File: config.mk
export PLATFORM = sky130hd
export DESIGN_NAME = game_uart_tx
export DESIGN_NICKNAME = d
export VERILOG_FILES = /design/src/rtl/game_uart_tx.sv
export SDC_FILE = /design/constraint.sdc
export NUM_CORES = 1
export LEC_CHECK = 0
export CAP_MARGIN = 20
export CORE_ASPECT_RATIO = 1.5
export CORE_MARGIN = 1
export CORE_UTILIZATION = 55
export DETAILED_ROUTE_END_ITERATION = 10
export PLACE_DENSITY = 0.86
export SETUP_SLACK_MARGIN = 0.15
export SLEW_MARGIN = 20
export SYNTH_ARGS = -nofsm -noshare
export SYNTH_HDL_FRONTEND = slang
export SYNTH_SLANG_ARGS = --single-unit
File: constraint.sdc
create_clock -name pclk -period 3.5 [get_ports pclk]
set_clock_uncertainty 0.05 [all_clocks]
set_input_delay 0.7 -clock pclk [delete_from_list [all_inputs] [get_ports pclk]]
set_output_delay 0.7 -clock pclk [all_outputs]
set_load 0.1 [all_outputs]
File: src/rtl/game_uart_tx.sv
// Game-state UART transmitter: sends a 3-byte packet {cmd, score[11:8], score[7:0]} as 8N1 frames, LSB first.
// Define GAME_UART_TX_PARITY_EN to add an even-parity bit to each frame, giving 8E1 framing.
module game_uart_tx #(
    parameter int CLK_FREQ = 40000000,
    parameter int BAUD     = 9600
) (
    input  logic        pclk,
    input  logic        rst,
    input  logic        send,
    input  logic [7:0]  cmd,
    input  logic [11:0] score,
    output logic        tx,
    output logic        busy,
    output logic        done
);

    localparam int DIV_RAW = CLK_FREQ / BAUD;
    localparam int DIV     = (DIV_RAW < 2) ? 2 : DIV_RAW;
    localparam int BW      = $clog2(DIV);
    localparam logic [BW-1:0] BAUD_LAST = BW'(DIV - 1);
    localparam logic [BW-1:0] BAUD_ZERO = BW'(0);
    localparam logic [BW-1:0] BAUD_ONE  = BW'(1);

    typedef enum logic [2:0] {
        S_IDLE   = 3'd0,
        S_START  = 3'd1,
        S_DATA   = 3'd2,
`ifdef GAME_UART_TX_PARITY_EN
        S_PARITY = 3'd3,
`endif
        S_STOP   = 3'd4
    } state_t;

`ifdef GAME_UART_TX_PARITY_EN
    function automatic logic even_parity(input logic [7:0] data);
        return ^data;
    endfunction
`endif

    state_t          state_r, state_s;
    logic [BW-1:0]   baud_r, baud_s;
    logic [2:0]      bit_r, bit_s;
    logic [1:0]      idx_r, idx_s;
    logic [7:0]      shift_r, shift_s;
    logic [3:0]      hi_r, hi_s;
    logic [7:0]      lo_r, lo_s;
    logic            tx_r, tx_s;
    logic            busy_r, busy_s;
    logic            done_r, done_s;
    logic            last_s;
`ifdef GAME_UART_TX_PARITY_EN
    logic            par_r, par_s;
`endif

    // Next-state, datapath and next-output logic; outputs are registered from the next state.
    always_comb begin
        state_s = state_r;
        baud_s  = baud_r;
        bit_s   = bit_r;
        idx_s   = idx_r;
        shift_s = shift_r;
        hi_s    = hi_r;
        lo_s    = lo_r;
        done_s  = 1'b0;
        tx_s    = 1'b1;
        busy_s  = 1'b0;
        last_s  = (baud_r == BAUD_LAST);
`ifdef GAME_UART_TX_PARITY_EN
        par_s   = par_r;
`endif

        case (state_r)
            S_IDLE: begin
                if (send) begin
                    state_s = S_START;
                    baud_s  = BAUD_ZERO;
                    bit_s   = 3'd0;
                    idx_s   = 2'd0;
                    shift_s = cmd;
                    hi_s    = score[11:8];
                    lo_s    = score[7:0];
`ifdef GAME_UART_TX_PARITY_EN
                    par_s   = even_parity(cmd);
`endif
                end else begin
                    state_s = S_IDLE;
                end
            end
            S_START: begin
                if (last_s) begin
                    state_s = S_DATA;
                    baud_s  = BAUD_ZERO;
                    bit_s   = 3'd0;
                end else begin
                    baud_s  = baud_r + BAUD_ONE;
                end
            end
            S_DATA: begin
                if (last_s) begin
                    baud_s = BAUD_ZERO;
                    if (bit_r == 3'd7) begin
`ifdef GAME_UART_TX_PARITY_EN
                        state_s = S_PARITY;
`else
                        state_s = S_STOP;
`endif
                    end else begin
                        bit_s   = bit_r + 3'd1;
                        shift_s = {1'b0, shift_r[7:1]};
                    end
                end else begin
                    baud_s = baud_r + BAUD_ONE;
                end
            end
`ifdef GAME_UART_TX_PARITY_EN
            S_PARITY: begin
                if (last_s) begin
                    state_s = S_STOP;
                    baud_s  = BAUD_ZERO;
                end else begin
                    baud_s  = baud_r + BAUD_ONE;
                end
            end
`endif
            S_STOP: begin
                if (last_s) begin
                    baud_s = BAUD_ZERO;
                    if (idx_r < 2'd2) begin
                        // Chain straight into the next start bit so bytes leave with no idle gap.
                        state_s = S_START;
                        idx_s   = idx_r + 2'd1;
                        if (idx_r == 2'd0) begin
                            shift_s = {4'h0, hi_r};
                        end else begin
                            shift_s = lo_r;
                        end
`ifdef GAME_UART_TX_PARITY_EN
                        par_s = even_parity(shift_s);
`endif
                    end else begin
                        state_s = S_IDLE;
                        done_s  = 1'b1;
                    end
                end else begin
                    baud_s = baud_r + BAUD_ONE;
                end
            end
            default: begin
                state_s = S_IDLE;
                baud_s  = BAUD_ZERO;
                bit_s   = 3'd0;
                idx_s   = 2'd0;
            end
        endcase

        case (state_s)
            S_IDLE:   tx_s = 1'b1;
            S_START:  tx_s = 1'b0;
            S_DATA:   tx_s = shift_s[0];
`ifdef GAME_UART_TX_PARITY_EN
            S_PARITY: tx_s = par_s;
`endif
            S_STOP:   tx_s = 1'b1;
            default:  tx_s = 1'b1;
        endcase

        busy_s = (state_s != S_IDLE);
    end

    // State, counters, packet holding registers and registered line outputs.
    always_ff @(posedge pclk or posedge rst) begin
        if (rst) begin
            state_r <= S_IDLE;
            baud_r  <= BAUD_ZERO;
            bit_r   <= 3'd0;
            idx_r   <= 2'd0;
            shift_r <= 8'h00;
            hi_r    <= 4'h0;
            lo_r    <= 8'h00;
            tx_r    <= 1'b1;
            busy_r  <= 1'b0;
            done_r  <= 1'b0;
`ifdef GAME_UART_TX_PARITY_EN
            par_r   <= 1'b0;
`endif
        end else begin
            state_r <= state_s;
            baud_r  <= baud_s;
            bit_r   <= bit_s;
            idx_r   <= idx_s;
            shift_r <= shift_s;
            hi_r    <= hi_s;
            lo_r    <= lo_s;
            tx_r    <= tx_s;
            busy_r  <= busy_s;
            done_r  <= done_s;
`ifdef GAME_UART_TX_PARITY_EN
            par_r   <= par_s;
`endif
        end
    end

    assign tx   = tx_r;
    assign busy = busy_r;
    assign done = done_r;

endmodule

==> metrics.md, run 1 <==
| Metric | Value |
|---|---|
| Hold WC Path Type | reg2reg |
| Die Wd | 55.7 microns |
| Inst Count DP | 290 |
| Startpoint type of the worst setup path | flop |
| # port buffers | 25 |
| Layout cells sized above 1 | 13.0% |
| Sequential area share after synthesis | a little under half |
| Setup TNS | 0 ns |
| Setup bufs post-CTS | 0 |
| Min cycle time layout | 2.50 ns |
| Cell Area, Synth | 2370 sq um |
| Die area | 4590 sq um |
| Die Ht | 82.5 microns |
| Cell taking the most area after synthesis | dfrtp_1 |
| Net switching power | 212 uW |
| Library cells used by synthesis | 50 |
| DR pass1 iterations | 4 |
| Gr ovfl total | 0 |
| Slew Limit Fails | 0 |
| Place WS | 0.770 ns |
| Hold Crit Start | lo_r[1] |
| Largest stage delay on the critical path | around 1.1 ns |
| Status | finished clean |
| Critical-path top delay cell | clkdlybuf4s50_1 |
| P per Cell Area | 355 nW/um^2 |
| Initial antenna violation count | 0 |
| Worst-Margin Slew | 0.959 ns |
| Reg-to-Reg Start | baud_r[1] |
| Critical Path AT | between 1.5 and 2 ns |
| Worst path bufs/invs | 1 |
| Relative slew slack | 35.9% |
| Setup Crit Path Kind | reg2out |
| Fin worst setup slack | 0.997 ns |
| Hold Buf Count CTS | 0 |
| Area after DPL | 2650 sq um |
| WL/cell | 16.3 microns |
| Tcrit/Tclk final | 71.5% |
| CTS sink cnt | 44 |
| First-pass GRT wire length | 8.07 mm |
| Seq pwr share | a little over half |
| Int Power | 766 uW |
| Area Overhead vs Synth | 16.1% |
| CTS clk-pin slew, worst paths | about 0.09 ns |
| Detailed Place HPWL | 3.28 mm |
| # setup viols final | 0 |
| Clk Latency, worst-skew pair | 0.30 ns |
| Synth Net Count | about 260 |
| N_diodes | 0 |
| DRC | 0 |
| RSZ-0062 raised after global routing | no |
| ANT nets after route | 0 |
| Leakage | between 0.001 and 0.0015 uW |
| Via total after detailed routing | roughly 1800 |
| Yosys Warn Count | 0 |
| Max VDD drop | 0.316 mV |
| #FFs+latches synth | 44 |
| CTS HTree Levels | 2 |
| Clk pwr share | 40.2% |
| Reg2Reg Capture Point | baud_r[5] |
| WP data required | between 2 and 3 ns |
| Via density | approximately 6 |
| CTS buffer count | 5 |
| Max Cap Viol | 0 |
| R2R depth | 6 |
| CP delay by family, top | buffers and inverters |
| Post-CTS sizing | 0 |
| Primary FF master, synth | dfrtp_1 |
| Ys async rst share | 100% |
| Layout Nets | 280 |
| Routability cong. | 0.810 |
| I/O pin total | 26 |
| DRT iter0 DRCs | 81 |
| Non-Filler Instances | 298 |
| Synth cell count leaders | dfrtp_1, inv_1, nand2_1, nor2_1, a21oi_1 |
| Combinational share of power | 5.6% |
| Hold Path Stages | 1 |
| Initial Utilization | about three fifths |
| CTS root buf | clkbuf_8 |
| Synth top area share | 45.3% |
| F_max | 399 MHz |
| Crit path capture type | output pin |
| Routed wire length | 4.85 mm |
| Worst-path cell chain | clkdlybuf4s50_1 |
| Number of global-route vias before repair | 1718 |
| Reg2reg setup slack | 1.12 ns |
| Std-Cell Rows | 28 |
| Clock buffer depth | 2 |
| Sw frac | 21.7% |
| EDFF count, synth | 0 |
| Area contributors post-synth | dfrtp_1, mux2_2, inv_1, nor4b_4, mux2_1 |
| Final Hold Violating Endpoints | 0 |
| CTS tree | yes |
| Count leader, synth | dfrtp_1 |
| Syn Inst Count | 229 |
| Critical path fanouts, max | 1 |
| Core area | 4030 sq um |
| Largest net degree at the start of global routing | 45 |
| Post-route cell area | 2760 sq um |
| Mean Syn Cell Area | between 10 and 15 sq um |
| Hold EP | lo_r[1] |
| Total GRT Usage | between 20% and 30% |
## worst max path at each step
| stage | startpoint | to | slack [ns] | cells after the start |
|---|---|---|---|---|
| finish | done | done | 1.0 | 1 |
| CTS | done | done | 0.98 | 1 |
| detailed placement | send | lo_r[3] | 0.77 | 4 |
| floorplan | bit_r[0] | shift_r[1] | 1.42 | 6 |
| global route | baud_r[1] | baud_r[5] | 0.87 | 6 |
| global placement | send | hi_r[3] | 0.79 | 4 |
## kinds of logic (layout without fill, tap and decap cells)
group,Yosys count,in the layout,share of synthesized area [%]
and+or+nand+nor,70,70,18.5
AOI/OAI and AO/OA,51,51,15.1
DFF,44,44,46.4
buffers and inverters,32,56,5.64
muxes,19,19,8.80
xor gates and xnor gates,8,8,2.95
adders and majority gates,5,5,2.63
## layout by cell type (no fill, tap or decap), drive strengths merged, types with 3 or more instances in the layout
master,netlist,routed
a21oi,11,11
o32ai,4,4
nor2,13,13
mux2,15,15
or3,4,4
dfrtp,43,43
nand3,8,8
nor3,3,3
a32oi,4,4
o21ai,11,11
mux2i,4,4
nor4b,6,6
a211oi,3,3
nand4,5,5
nand2,16,16
xnor2,6,6
a31oi,4,4
inv,19,19
clkbuf,3,5
and3,3,3
o221ai,3,3
buf,10,5
clkdlybuf4s50,0,24
ha,5,5
## power groups by stage
stage	clock, uW	combinational (uW)	sequential [uW]
after detailed placement	0	55.3	540
after floorplan	0	23.4	538
after global routing	414	60.2	532
after CTS	396	55.8	530
after global placement	0	53.8	540
final	393	54.7	530
## layout make-up
cell class                 count  area (sq um)
clock buffer                   5          68.8
clock inverter                 3          42.5
fill                         309          1270
inverter                      19          71.3
multi-input combinational    153          1140
sequential                    44          1100
tap                           45          56.3
timing repair buffer          29           278
## stage by stage
stage	power (uW)	hold slack [ns]	utilization, %
2_1_floorplan	561	0.407	-
3_3_place_gp	593	0.417	65.7
3_5_place_dp	596	0.425	65.7
4_1_cts	982	0.448	68.4
5_1_grt	1010	0.474	68.4
6_report	978	0.450	68.4
## state kept, by name, indices dropped and copies added (netlist names), 2 cells and up
signal   flops
baud_r      13
lo_r         8
shift_r      8
hi_r         4
bit_r        3
state_r      3
idx_r        2
## routing by layer
metal  up-vias  part of all wire [%]  GRT usage [%]  wire [microns]
li1        875                     -              -               -
met1       900                    45           30.0            2160
met2        43                    49           37.1            2400
met3         9                   3.6           4.36             174
met4         0                   2.4           11.5             114
met5         -                     0              0               0
Power figures use the tool's default switching activity.
==> run 2: changes to the inputs <==
Clock period 3.5 ns to 2.6 ns, I/O delays scaled along.
==> run 2 against run 1 <==
  * Total power is 54% higher
  * Hold slack got worse by 0.0055 ns
  * Critical path type is now reg2reg
  * Via count is 4.7% higher
  * Non-clock buffer count rose by 10
  * Clock-buffer cell count is the same
  * Highest routed layer unchanged
  * Critical endpoint is now shift_r[1]
==> metrics.md, run 2 (synthesis results as in run 1) <==
| Metric | Value |
|---|---|
| First-pass GRT wire length | just under 9 mm |
| Initial Utilization | 58.9% |
| Hold WC Path Type | reg2reg |
| RSZ-0062 raised after global routing | no |
| Max VDD drop | 0.637 mV |
| Multi-input gate area | between 1000 and 1500 sq um |
| Register area | between 1000 and 1500 sq um |
| Max Cap Viol | 0 |
| Routability cong. | 0.817 |
| CTS sink cnt | 44 |
| Largest registers | baud_r (13), lo_r (8), shift_r (8) |
| Tcrit/Tclk final | 90.1% |
| Critical path fanouts, max | 7 |
| Slew Limit Fails | 0 |
| Layout Nets | 290 |
| Most common cell after layout, fill and taps aside | dfrtp_1 |
| Place WS | 0.176 ns |
| F_max | 427 MHz |
| DRC | 0 |
| Final Hold Violating Endpoints | 0 |
| Fill count | 296 |
| # port buffers | 25 |
| Crit path capture type | flop |
| Die Ht | 82.5 microns |
| Hold Crit Start | lo_r[2] |
| Biggest register | baud_r |
| DR pass1 iterations | 4 |
| Worst hold slack | 0.444 ns |
| Hold Path Stages | 1 |
| Via density | ~6.2 |
| Clock buffer depth | 2 |
| DRT iter0 DRCs | 85 |
| Min cycle time layout | ~2.3 ns |
| Die Wd | 55.7 microns |
| Leakage | 0.00120 uW |
| Reg-to-Reg Start | bit_r[0] |
| Setup bufs post-CTS | 0 |
| Reg2Reg Capture Point | shift_r[1] |
| Startpoint type of the worst setup path | flop |
| Clk Latency, worst-skew pair | 0.30 ns |
| Detailed Place HPWL | 3.57 mm |
| CTS buffer count | 5 |
| R2R depth | 6 |
| Via total after detailed routing | 1913 |
| N_diodes | 0 |
| Gr ovfl total | 0 |
| Hold EP | lo_r[2] |
| CTS tree | yes |
| Relative slew slack | 44.7% |
| Fin worst setup slack | 0.256 ns |
| Die area | about 4600 sq um |
| Status | finished clean |
| Critical Path AT | 2.48 ns |
| Commonest non-fill, non-tap cells in the layout | dfrtp_1, clkdlybuf4s50_1, inv_1, buf_4, nand2_1 |
| CTS root buf | clkbuf_8 |
| Layout cells sized above 1 | about 17% |
| Number of global-route vias before repair | 1943 |
| WP data required | 2.73 ns |
| P per Cell Area | 525 nW/um^2 |
| Core area | 4030 sq um |
| CTS clk-pin slew, worst paths | roughly 0.09 ns |
| WL/cell | 16.5 microns |
| Routed wire length | just over 5 mm |
| Largest net degree at the start of global routing | 45 |
| Setup TNS | 0 ns |
| Worst-Margin Slew | between 0.8 and 0.9 ns |
| Post-CTS sizing | 0 |
| # setup viols final | 0 |
| Hold Buf Count CTS | 0 |
| Reg2reg setup slack | 0.26 ns |
| ANT nets after route | 0 |
| Total GRT Usage | 24.5% |
| Setup Crit Path Kind | reg2reg |
| Largest register FFs | 13 |
| Area Overhead vs Synth | 21.1% |
| Std-Cell Rows | 28 |
| CTS HTree Levels | 2 |
| Initial antenna violation count | 0 |
| I/O pin total | 26 |
## run 2: changes by cell type in the layout (fill, tap and decap cells not counted)
cell             previous run  this run
clkinvlp_4                  1         0
bufinv_16                   1         3
buf_4                       5        17
clkinv_2                    1         0
clkdlybuf4s50_1            24        22
## run 2: per-stage QoR
stage | util (%) | total power [uW] | instance area (sq um) | instances
after floorplan | - | 755 | 2370 | 229
after global placement | 67.4 | 798 | 2720 | 300
after detailed placement | 67.4 | 802 | 2720 | 300
after CTS | 71.4 | 1520 | 2880 | 308
after global routing | 71.4 | 1550 | 2880 | 308
final | 71.4 | 1510 | 2880 | 308
## run 2: worst max path at each step
stage	depth (start not counted)	to	startpoint
after floorplan	6	shift_r[1]	bit_r[0]
after global placement	5	baud_r[9]	send
after detailed placement	5	baud_r[11]	send
after CTS	6	shift_r[1]	bit_r[0]
after global routing	6	shift_r[3]	bit_r[0]
final	6	shift_r[1]	bit_r[0]
## run 2: final cells by class
| type | instances | area share [%] |
|---|---|---|
| clock buffers | 5 | 2.39 |
| clock inverters | 3 | 3.13 |
| inverters | 19 | 2.48 |
| multi-input cells | 153 | 39.6 |
| flip-flops and latches | 44 | 38.3 |
| well taps | 45 | 1.96 |
| repair buffers | 39 | 12.1 |
## run 2: critical path, cell delays in order, from the launching register on
cell and delay [ns]:
dfrtp_1 0.39, ha_1 0.20, ha_1 0.26, or3b_1 0.42
a21oi_2 0.28, a21o_2 0.27, mux2_1 0.34
## run 2: per-layer routing
layer	share of wire, %	wire length (microns)	vias up	global-route usage, %
met3	3.8	194	25	4.67
met1	43	2170	929	29.8
met2	49	2480	65	40.1
met4	4.7	238	0	16.0
met5	0	0	-	0
li1	-	-	894	-
## run 2: power breakdown
| group | switching [uW] | internal [uW] | leakage, uW | total, uW |
|---|---|---|---|---|
| clock | 241 | 480 | 0.0000784 | 721 |
| sequential | 11.7 | 702 | 0.000529 | 714 |
| combinational | 28.9 | 44.4 | 0.000590 | 73.4 |
